### src/rtl/coffee_dispense_sequencer_pkg.sv
// Shared types for the coffee dispense sequencer: beverage codes, station order
// and the sequencer FSM state encoding.
package coffee_pkg;

   localparam int NUM_INGREDIENTS = 5;

   typedef enum logic [2:0] {
      EXPRESO   = 3'd1,
      WITH_MILK = 3'd2,
      CAPUCCINO = 3'd3,
      MOCACCINO = 3'd4
   } coffee_t;

   typedef enum logic [2:0] {
      WATER     = 3'd0,
      COFFEE    = 3'd1,
      MILK      = 3'd2,
      CHOCOLATE = 3'd3,
      SUGAR     = 3'd4
   } ingredient_t;

   typedef enum logic [2:0] {
      S_IDLE,
      S_LOAD,
      S_DISPENSE,
      S_NEXT,
      S_FINISH
   } seq_state_t;

   function automatic logic is_valid_coffee(input logic [2:0] sel);
      return (sel >= 3'(EXPRESO)) && (sel <= 3'(MOCACCINO));
   endfunction

endpackage

### src/rtl/coffee_dispense_sequencer_if.sv
// Front-panel / lookup / valve bundle of the sequencer. The slave modport is the
// sequencer itself; the master modport is whatever drives selection and the lookup.
interface coffee_dispense_sequencer_if;
   import coffee_pkg::*;

   logic                       start;
   logic                       cancel;
   logic [2:0]                 coffee_type;
   logic [1:0]                 ingredient_time;
   logic [2:0]                 lookup_type;
   logic [2:0]                 lookup_state;
   logic [NUM_INGREDIENTS-1:0] valve;
   logic                       busy;
   logic                       done;
   logic                       error;

   modport master (
      output start, cancel, coffee_type, ingredient_time,
      input  lookup_type, lookup_state, valve, busy, done, error
   );

   modport slave (
      input  start, cancel, coffee_type, ingredient_time,
      output lookup_type, lookup_state, valve, busy, done, error
   );

endinterface

### src/rtl/coffee_dispense_sequencer_unit_tick_gen.sv
// Time-unit prescaler: counts 0..CLKS_PER_UNIT-1 while enabled and flags the
// last count of each unit with a one-cycle tick.
module unit_tick_gen #(
   parameter int CLKS_PER_UNIT = 50_000_000,
   parameter int CNT_W         = $clog2(CLKS_PER_UNIT)
) (
   input  logic clk,
   input  logic rst_n,
   input  logic clr,
   input  logic en,
   output logic tick
);

   localparam logic [CNT_W-1:0] LAST_CNT = CNT_W'(CLKS_PER_UNIT - 1);

   logic [CNT_W-1:0] cnt_reg;

   // Tick marks the cycle the counter wraps, so a unit spans exactly CLKS_PER_UNIT enabled cycles.
   assign tick = en && !clr && (cnt_reg == LAST_CNT);

   always_ff @(posedge clk or negedge rst_n) begin
      if (!rst_n) begin
         cnt_reg <= '0;
      end else if (clr) begin
         cnt_reg <= '0;
      end else if (en) begin
         cnt_reg <= tick ? '0 : cnt_reg + 1'b1;
      end
   end

endmodule

### src/rtl/coffee_dispense_sequencer.sv
// Beverage cycle controller: walks the five stations in order, asks the lookup
// for each station's time and holds that station's valve open for it.
module coffee_dispense_sequencer
   import coffee_pkg::*;
#(
   parameter int CLKS_PER_UNIT = 50_000_000,
   parameter int CNT_W         = $clog2(CLKS_PER_UNIT)
) (
   input logic                        clk,
   input logic                        rst_n,
   coffee_dispense_sequencer_if.slave bus
);

   seq_state_t                 state_reg;
   logic [2:0]                 lookup_type_reg;
   logic [2:0]                 lookup_state_reg;
   logic [NUM_INGREDIENTS-1:0] valve_reg;
   logic [1:0]                 unit_cnt_reg;
   logic                       done_reg;
   logic                       error_reg;
   logic                       tick;

   unit_tick_gen #(
      .CLKS_PER_UNIT (CLKS_PER_UNIT),
      .CNT_W         (CNT_W)
   ) u_tick (
      .clk   (clk),
      .rst_n (rst_n),
      .clr   (state_reg == S_LOAD),
      .en    (state_reg == S_DISPENSE),
      .tick  (tick)
   );

   assign bus.lookup_type  = lookup_type_reg;
   assign bus.lookup_state = lookup_state_reg;
   assign bus.valve        = valve_reg;
   assign bus.busy         = (state_reg != S_IDLE);
   assign bus.done         = done_reg;
   assign bus.error        = error_reg;

   always_ff @(posedge clk or negedge rst_n) begin
      if (!rst_n) begin
         state_reg        <= S_IDLE;
         lookup_type_reg  <= '0;
         lookup_state_reg <= '0;
         valve_reg        <= '0;
         unit_cnt_reg     <= '0;
         done_reg         <= 1'b0;
         error_reg        <= 1'b0;
      end else begin
         done_reg  <= 1'b0;
         error_reg <= 1'b0;
         // Abort outranks everything once a beverage is under way, even the last wrap and FINISH.
         if (state_reg != S_IDLE && bus.cancel) begin
            state_reg        <= S_IDLE;
            valve_reg        <= '0;
            lookup_state_reg <= '0;
         end else begin
            unique case (state_reg)
               S_IDLE: begin
                  if (bus.start) begin
                     if (is_valid_coffee(bus.coffee_type)) begin
                        lookup_type_reg  <= bus.coffee_type;
                        lookup_state_reg <= '0;
                        state_reg        <= S_LOAD;
                     end else begin
                        error_reg <= 1'b1;
                     end
                  end
               end
               S_LOAD: begin
                  unit_cnt_reg <= bus.ingredient_time;
                  if (bus.ingredient_time == 2'd0) begin
                     state_reg <= S_NEXT;
                  end else begin
                     valve_reg <= {{(NUM_INGREDIENTS-1){1'b0}}, 1'b1} << lookup_state_reg;
                     state_reg <= S_DISPENSE;
                  end
               end
               S_DISPENSE: begin
                  if (tick) begin
                     unit_cnt_reg <= unit_cnt_reg - 2'd1;
                     if (unit_cnt_reg == 2'd1) begin
                        valve_reg <= '0;
                        state_reg <= S_NEXT;
                     end
                  end
               end
               S_NEXT: begin
                  if (lookup_state_reg == 3'(SUGAR)) begin
                     state_reg <= S_FINISH;
                  end else begin
                     lookup_state_reg <= lookup_state_reg + 3'd1;
                     state_reg        <= S_LOAD;
                  end
               end
               S_FINISH: begin
                  done_reg         <= 1'b1;
                  lookup_state_reg <= '0;
                  state_reg        <= S_IDLE;
               end
               default: state_reg <= S_IDLE;
            endcase
         end
      end
   end

endmodule
### src/flat_wrapper.sv
// flat-port wrapper written by rule: the top's interface ports become plain ports
module coffee_dispense_sequencer_flat import coffee_pkg::*;
#(
   parameter int CLKS_PER_UNIT = 50_000_000,
   parameter int CNT_W         = $clog2(CLKS_PER_UNIT)
)
  (clk, rst_n, bus_start, bus_cancel, bus_coffee_type, bus_ingredient_time, bus_lookup_type, bus_lookup_state, bus_valve, bus_busy, bus_done, bus_error);
  coffee_dispense_sequencer_if bus_i ();
  input logic clk;
  input logic rst_n;
  input wire logic [$bits(bus_i.start)-1:0] bus_start;
  input wire logic [$bits(bus_i.cancel)-1:0] bus_cancel;
  input wire logic [$bits(bus_i.coffee_type)-1:0] bus_coffee_type;
  input wire logic [$bits(bus_i.ingredient_time)-1:0] bus_ingredient_time;
  output wire logic [$bits(bus_i.lookup_type)-1:0] bus_lookup_type;
  output wire logic [$bits(bus_i.lookup_state)-1:0] bus_lookup_state;
  output wire logic [$bits(bus_i.valve)-1:0] bus_valve;
  output wire logic [$bits(bus_i.busy)-1:0] bus_busy;
  output wire logic [$bits(bus_i.done)-1:0] bus_done;
  output wire logic [$bits(bus_i.error)-1:0] bus_error;
  assign bus_i.start = bus_start;
  assign bus_i.cancel = bus_cancel;
  assign bus_i.coffee_type = bus_coffee_type;
  assign bus_i.ingredient_time = bus_ingredient_time;
  assign bus_lookup_type = bus_i.lookup_type;
  assign bus_lookup_state = bus_i.lookup_state;
  assign bus_valve = bus_i.valve;
  assign bus_busy = bus_i.busy;
  assign bus_done = bus_i.done;
  assign bus_error = bus_i.error;
  coffee_dispense_sequencer #(.CLKS_PER_UNIT(CLKS_PER_UNIT), .CNT_W(CNT_W)) u_core (.clk(clk), .rst_n(rst_n), .bus(bus_i));
endmodule
### config.mk
export PLATFORM = sky130hd
export DESIGN_NAME = coffee_dispense_sequencer_flat
export DESIGN_NICKNAME = d
export VERILOG_FILES = /design/src/rtl/coffee_dispense_sequencer_pkg.sv /design/src/rtl/coffee_dispense_sequencer_if.sv /design/src/rtl/coffee_dispense_sequencer_unit_tick_gen.sv /design/src/rtl/coffee_dispense_sequencer.sv /design/src/flat_wrapper.sv
export SDC_FILE = /design/constraint.sdc
export NUM_CORES = 1
export LEC_CHECK = 0
export CORE_ASPECT_RATIO = 1.4
export CORE_MARGIN = 2
export CORE_UTILIZATION = 25
export CTS_CLUSTER_DIAMETER = 40
export DETAILED_ROUTE_END_ITERATION = 8
export PLACE_DENSITY = 0.5
export REMOVE_ABC_BUFFERS = 1
export SLEW_MARGIN = 20
export SYNTH_ARGS = -nofsm -noshare
export SYNTH_HDL_FRONTEND = slang
export SYNTH_SLANG_ARGS = --single-unit
### constraint.sdc
create_clock -name clk -period 1.95 [get_ports clk]
set_input_delay 0.2925 -clock clk [delete_from_list [all_inputs] [get_ports clk]]
set_output_delay 0.2925 -clock clk [all_outputs]
set_load 0.005 [all_outputs]
==> After elaboration in Yosys (flattened, before gate mapping) <==
Cells that the tools add are included.
{ "totals": {"reg_bits": 44, "latch_bits": 0, "input_bits": 9, "output_inout_bits": 14, "ram_bits": 0, "n_memories": 0, "romBits": 0, "elab_cells": 74} }
{ "op_classes": {"addsub": 3, "mux": 29, "n_bitwise": 1, "n_reduce_logical": 16, "div_mod_pow": 0, "shift": 1, "n_eq_ne": 14, "multipliers": 0, "n_lt_le_gt_ge": 2} }
{ "op_table": {"columns": ["operator", "n"], "rows": [
  ["26-bit two-way mux", 3],
  ["3-bit two-way mux", 10],
  ["26-bit by 1-bit adder with 26-bit output, second input constant", 1],
  ["26-bit == test, second input constant", 1],
  ["5-bit two-way mux", 4],
  ["4-bit AND reduction", 4],
  ["3-bit case mux with 4 select lines", 1],
  ["5-bit case mux with 2 select lines", 1],
  ["3-bit by 1-bit != test with 1-bit output, second input constant", 3],
  ["3-bit by 2-bit != test with 1-bit output, second input constant", 3],
  ["3-bit case mux with 3 select lines", 1],
  ["1-bit two-way mux", 7],
  ["3-bit by 2-bit == test with 1-bit output, second input constant", 2],
  ["3-bit == test, second input constant", 2],
  ["3-bit nonzero test", 2],
  ["1-bit by 3-bit left shift with 5-bit output, first input constant", 1],
  ["1-bit logical AND", 4],
  ["2-bit case mux with 2 select lines", 1],
  ["4-bit nonzero test", 1],
  ["3-bit by 1-bit adder with 3-bit output, second input constant", 1],
  ["3-bit by 1-bit == test with 1-bit output, second input constant", 1],
  ["3-bit by 1-bit >= comparator with 1-bit output, second input constant", 1],
  ["3-bit <= comparator, second input constant", 1],
  ["3-bit logical NOT", 1],
  ["9 further kinds", 9]
]} }

==> Depth between registers and ports, before layout <==
{ "depth": {"depth_word": 7, "ltp_mapped": 8, "depth_no_buf": 7} }

==> Cells and area by module <==
From an unflattened synthesis, not the netlist that was laid out.
{ "hier_totals": {"hier_cells": 308, "area_unflattened_um2": 2826.5} }
{ "modules_own_cells": {"columns": ["module", "seq_area_each_um2", "area_each_um2", "instances", "cells_each"], "rows": [
  ["unit_tick_gen", 650.6, 1767.9, 1, 197],
  ["coffee_dispense_sequencer", 450.4, 1058.5, 1, 111]
]} }

==> Worst setup path before layout <==
Ideal clock, no wire load.
{ "synth_timing": {"path_kind": "register -> register", "start": "register u_core.u_tick.cnt_reg[16]", "end": "register u_core.valve_reg[2], in the netlist u_core.bus.valve[2]", "stages_incl_launch_ff": 6, "t_required_ps": 1829, "synth_period_minus_slack_ps": 1919, "slack_ps": 31, "setup_ps": 121, "path_buffers": 0, "arrival_ps": 1798, "path_cell_list": "dfrtp_1 or4b_4 nor3_4 nand3_2 a31o_4 a22o_1"} }
{ "synth_between": {"elab_chain_len": 4} }
{ "synth_lines": {"columns": ["item", "line_no", "source"], "rows": [
  ["from (decl)", "coffee_dispense_sequencer_unit_tick_gen.sv:16", "logic [CNT_W-1:0] cnt_reg;"],
  ["from (signal assigned)", "coffee_dispense_sequencer_unit_tick_gen.sv:27", "cnt_reg <= tick ? '0 : cnt_reg + 1'b1;"],
  ["26-bit == test", "coffee_dispense_sequencer_unit_tick_gen.sv:19", "assign tick = en && !clr && (cnt_reg == LAST_CNT);"],
  ["1-bit logical AND", "coffee_dispense_sequencer_unit_tick_gen.sv:19", null],
  ["3-bit by 1-bit != test with 1-bit output (no source line)", null, null],
  ["4-bit AND reduction (no source line)", null, null],
  ["to (signal assigned)", "coffee_dispense_sequencer.sv:76", "valve_reg <= {{(NUM_INGREDIENTS-1){1'b0}}, 1'b1} << lookup_state_reg;"],
  ["to (decl)", "coffee_dispense_sequencer.sv:17", "logic [NUM_INGREDIENTS-1:0] valve_reg;"]
]} }
Every way passes these cells.
A chain may end at the register's enable or synchronous reset.

==> Worst setup path in the final report <==
{ "layout_timing": {"start": "register u_core.u_tick.cnt_reg[16]", "end": "register u_core.valve_reg[3], in the netlist u_core.bus.valve[3]"} }
Same word-level chain as after synthesis.

==> summary.md <==
| Metric | Value |
|---|---|
| Run status | `finished, violations left` |
| Failing checks | `negative hold slack, negative setup slack` |
| Post-DP HPWL | `4617 um` |
| Max-cap violations | `0` |
| Final setup violation count | `4` |
| Routed wire length | `6402 um` |
| Vias | `2,236` |
| FF-to-FF Start | `u_core.u_tick.cnt_reg[16]` |
| Max transition margin | `0.6406` |
| Largest register FFs | `26` |
| Clk pwr share | `0.270` |
| Placement row count | `43` |
| Die height | `122.0 um` |
| Nets | `348` |
| Switching share of power | `0.3484` |
| Starting density of the core | `0.2538` |
| Peak supply drop | `0.4703 mV` |
| Number of setup buffers added after CTS | `0` |
| First-pass GRT wire length | `10,850 um` |
| Critical path required time | `2.12 ns` |
| Synth Flop Type | `dfrtp_1` |
| Critical R2R Capture | `u_core.bus.valve[3]` |
| Clock Latency Late Sink | `0.29 ns` |
| IO buf count | `22` |
| Vias in the first global route | `2,296` |
| Total CTS buffers | `5` |
| Worst hold path class | `primary input to async pin` |
| Cell Area, Placed | `3198 sq um` |
| Pin count of the biggest net entering global routing | `35` |
| Netlist Area Pre-Place | `2485 sq um` |
| Ports | `23` |
| Leak Pwr | `1.492 nW` |
| Die width | `88.26 um` |
| Seq pwr share | `0.283` |
| Synth Instances | `269` |
| Placed Cells | `460` |
| Post-Syn Area per Cell | `9.237 sq um` |
| Post-synth ARST share | `1.000` |
| Root buffer cell | `clkbuf_16` |
| Clock Skews | `0.007502 ns` |
| Clock sink count | `44` |
| First-pass iteration count of the detailed router | `4` |
| Layout cells sized above 1 | `0.2492` |
| Slew Limit Fails | `0` |
| Startpoint class of the critical path | `register` |
| Hold Fails Final Rpt | `20` |
| Fin crit share | `1.013` |
| Distinct cells, synth | `53` |
| Clock-pin slew on the worst setup and hold paths | `0.07 ns` |
| Switching pwr | `1.336 mW` |
| Final hold slack | `-0.01234 ns` |
| 1st-iter DRT viols | `82` |
| Sequential share of the synthesized area | `0.4431` |
| Fin crit period | `1.975 ns` |
| Setup CP Type | `register to register` |
| Finished Cell Area | `3463 sq um` |
| Die area | `10,760 sq um` |
| Worst EP arrival | `2.15 ns` |
| Top fanout value on the critical path | `5` |
| H-tree depth | `2` |
| RSZ-0062 raised after global routing | `yes` |
| Synth area leaders | `dfrtp_1 44%, nand2_1 4.8%, o21ai_0 4.4%` |
| RePlAce Congestion | `0.7204` |
| Grt ovf | `0` |
| Global Route Usage Sum | `0.1278` |
| Top cell type's share of synthesized area | `0.4431` |
| CTS tree | `yes` |
| Synth area leader | `dfrtp_1` |
| Power Dens Cells | `1107 nW/um^2` |
| Max Freq | `506.4 MHz` |
| Antenna diodes | `0` |
| Cts hold-fix bufs | `0` |
| Actual transition at the worst max-transition pin | `0.5390 ns` |
| Setup slack, reg-to-reg | `-0.02 ns` |
| DRC viols | `0` |
| Area growth, synth to finish | `39.38%` |
| Comb power frac | `0.447` |
| Vias per std cell | `4.778` |
| EDFF count, synth | `0` |
| Deepest clock path buffer count | `2` |
| Synth Register Bits | `44` |
| FF-to-FF path depth | `5` |
| Initial antenna violation count | `0` |
| Yosys warning count | `0` |
| Fin cells | `468` |
| Fin util | `0.3537` |
| # fillers | `1,024` |
| WL per Instance | `13.68 um` |
| Cell internal pwr | `2.498 mW` |
| Final worst slack | `-0.02454 ns` |
| Detail Route Antenna Nets | `0` |
| Area of the core | `9792 sq um` |
| CP Capture Type | `register` |
[stage by stage]
stage	worst slack [ns]	power (mW)	setup TNS (ns)
after floorplan	-0.1454	1.889	-1.434
after global placement	-0.1087	2.739	-0.2672
after detailed placement	-0.1147	2.751	-0.3177
after CTS	0.007717	3.820	0
after global routing	-0.08578	4.100	-0.5876
final	-0.02454	3.834	-0.07145
[cells in the mapped netlist, types with 2 or more instances]
master / number
o31ai_1: 3
inv_1: 11
o211ai_1: 3
a22o_1: 6
or4_1: 2
or3_1: 3
nand2_1: 32
and2_1: 2
xnor2_1: 3
clkbuf_1: 4
nor2_1: 16
ha_1: 7
mux2_2: 2
a32oi_1: 2
nand4_1: 5
nand2b_1: 5
nand3_1: 11
nor3b_1: 2
and3_1: 5
a21oi_1: 19
a21o_1: 3
o21bai_1: 2
and4_1: 4
a41oi_1: 2
o21ai_0: 22
a31oi_1: 17
dfrtp_1: 44
nor4_1: 2
nor3_1: 2
buf_2: 5
[layout by cell type (no fill, tap or decap), drive strengths merged, types with 5 or more instances in the layout]
cell type      instances
a22o                   6
o21ai                 22
a31oi                 17
ha                     7
and4                   5
inv                   11
clkdlybuf4s50         21
nand2                 32
nand3                 12
buf                   46
clkbuf                 7
nand4                  5
a21oi                 20
dfrtp                 44
and3                   5
nor2                  16
nand2b                 5
[cell families (layout without fill, tap and decap cells)]
kind of cell             count (synthesis)  after routing  share of synthesized area
AND/OR/NAND/NOR                        102            102                     0.2286
AO/OA/AOI/OAI                           87             87                     0.2256
flip-flops                              44             44                     0.4431
buffers and inverters                   22             86                    0.04028
adder cells (fa/ha/maj)                  7              7                    0.03525
XOR/XNOR                                 4              4                    0.01410
multiplexers                             3              3                    0.01309
[final cells by class]
cell class	count	area (sq um)	share of cell area
Multi-Input combinational cell	203	1363	0.3934
Tap cell	135	168.9	0.04877
Clock buffer	7	152.6	0.04408
Clock inverter	1	30.03	0.008671
Sequential cell	44	1101	0.3179
Inverter	11	41.29	0.01192
Timing Repair Buffer	67	606.8	0.1752
[power by group through the flow]
stage                     Combinational, mW  Clock (mW)  Sequential, mW
after floorplan                       0.754           0            1.13
after global placement                 1.64           0            1.10
after detailed placement               1.65           0            1.10
after CTS                              1.67        1.07            1.09
after global routing                   1.90        1.10            1.10
final                                  1.71        1.03            1.09
[worst max-delay path by stage]
stage,startpoint,to,slack [ns],cells past startpoint
floorplan,u_core.state_reg[2],u_core.u_tick.cnt_reg[10],-0.15,5
global placement,bus_coffee_type[0],u_core.bus.lookup_state[0],-0.11,7
detailed placement,bus_coffee_type[1],u_core.bus.lookup_state[0],-0.11,7
CTS,u_core.state_reg[1],bus_busy,0.008,4
global route,u_core.u_tick.cnt_reg[10],u_core.bus.valve[0],-0.09,5
finish,u_core.u_tick.cnt_reg[16],u_core.bus.valve[3],-0.02,5
[routing by layer]
metal / part of all wire / GRT usage / routed length [um] / vias to the layer above
li1: - / - / - / 1122
met1: 0.43 / 0.1464 / 2729 / 1072
met2: 0.53 / 0.2312 / 3367 / 32
met3: 0.026 / 0.02371 / 165 / 10
met4: 0.022 / 0.04735 / 140 / 0
met5: 0 / 0 / 0 / -
[critical path, cell delays in order (launching register included)]
cell and delay (ns):
dfrtp_1 0.37, or4b_4 0.55, nor3_4 0.33, nand3_2 0.13
a31o_4 0.27, a32o_1 0.21
[what timing repair did]
| item | in CTS | in global routing |
|---|---|---|
| pin swaps | 7 | 5 |
| gates resized for setup | 2 | 20 |
| setup endpoints to repair | 7 | 24 |
Note: power is estimated with default switching activity, not from simulation.
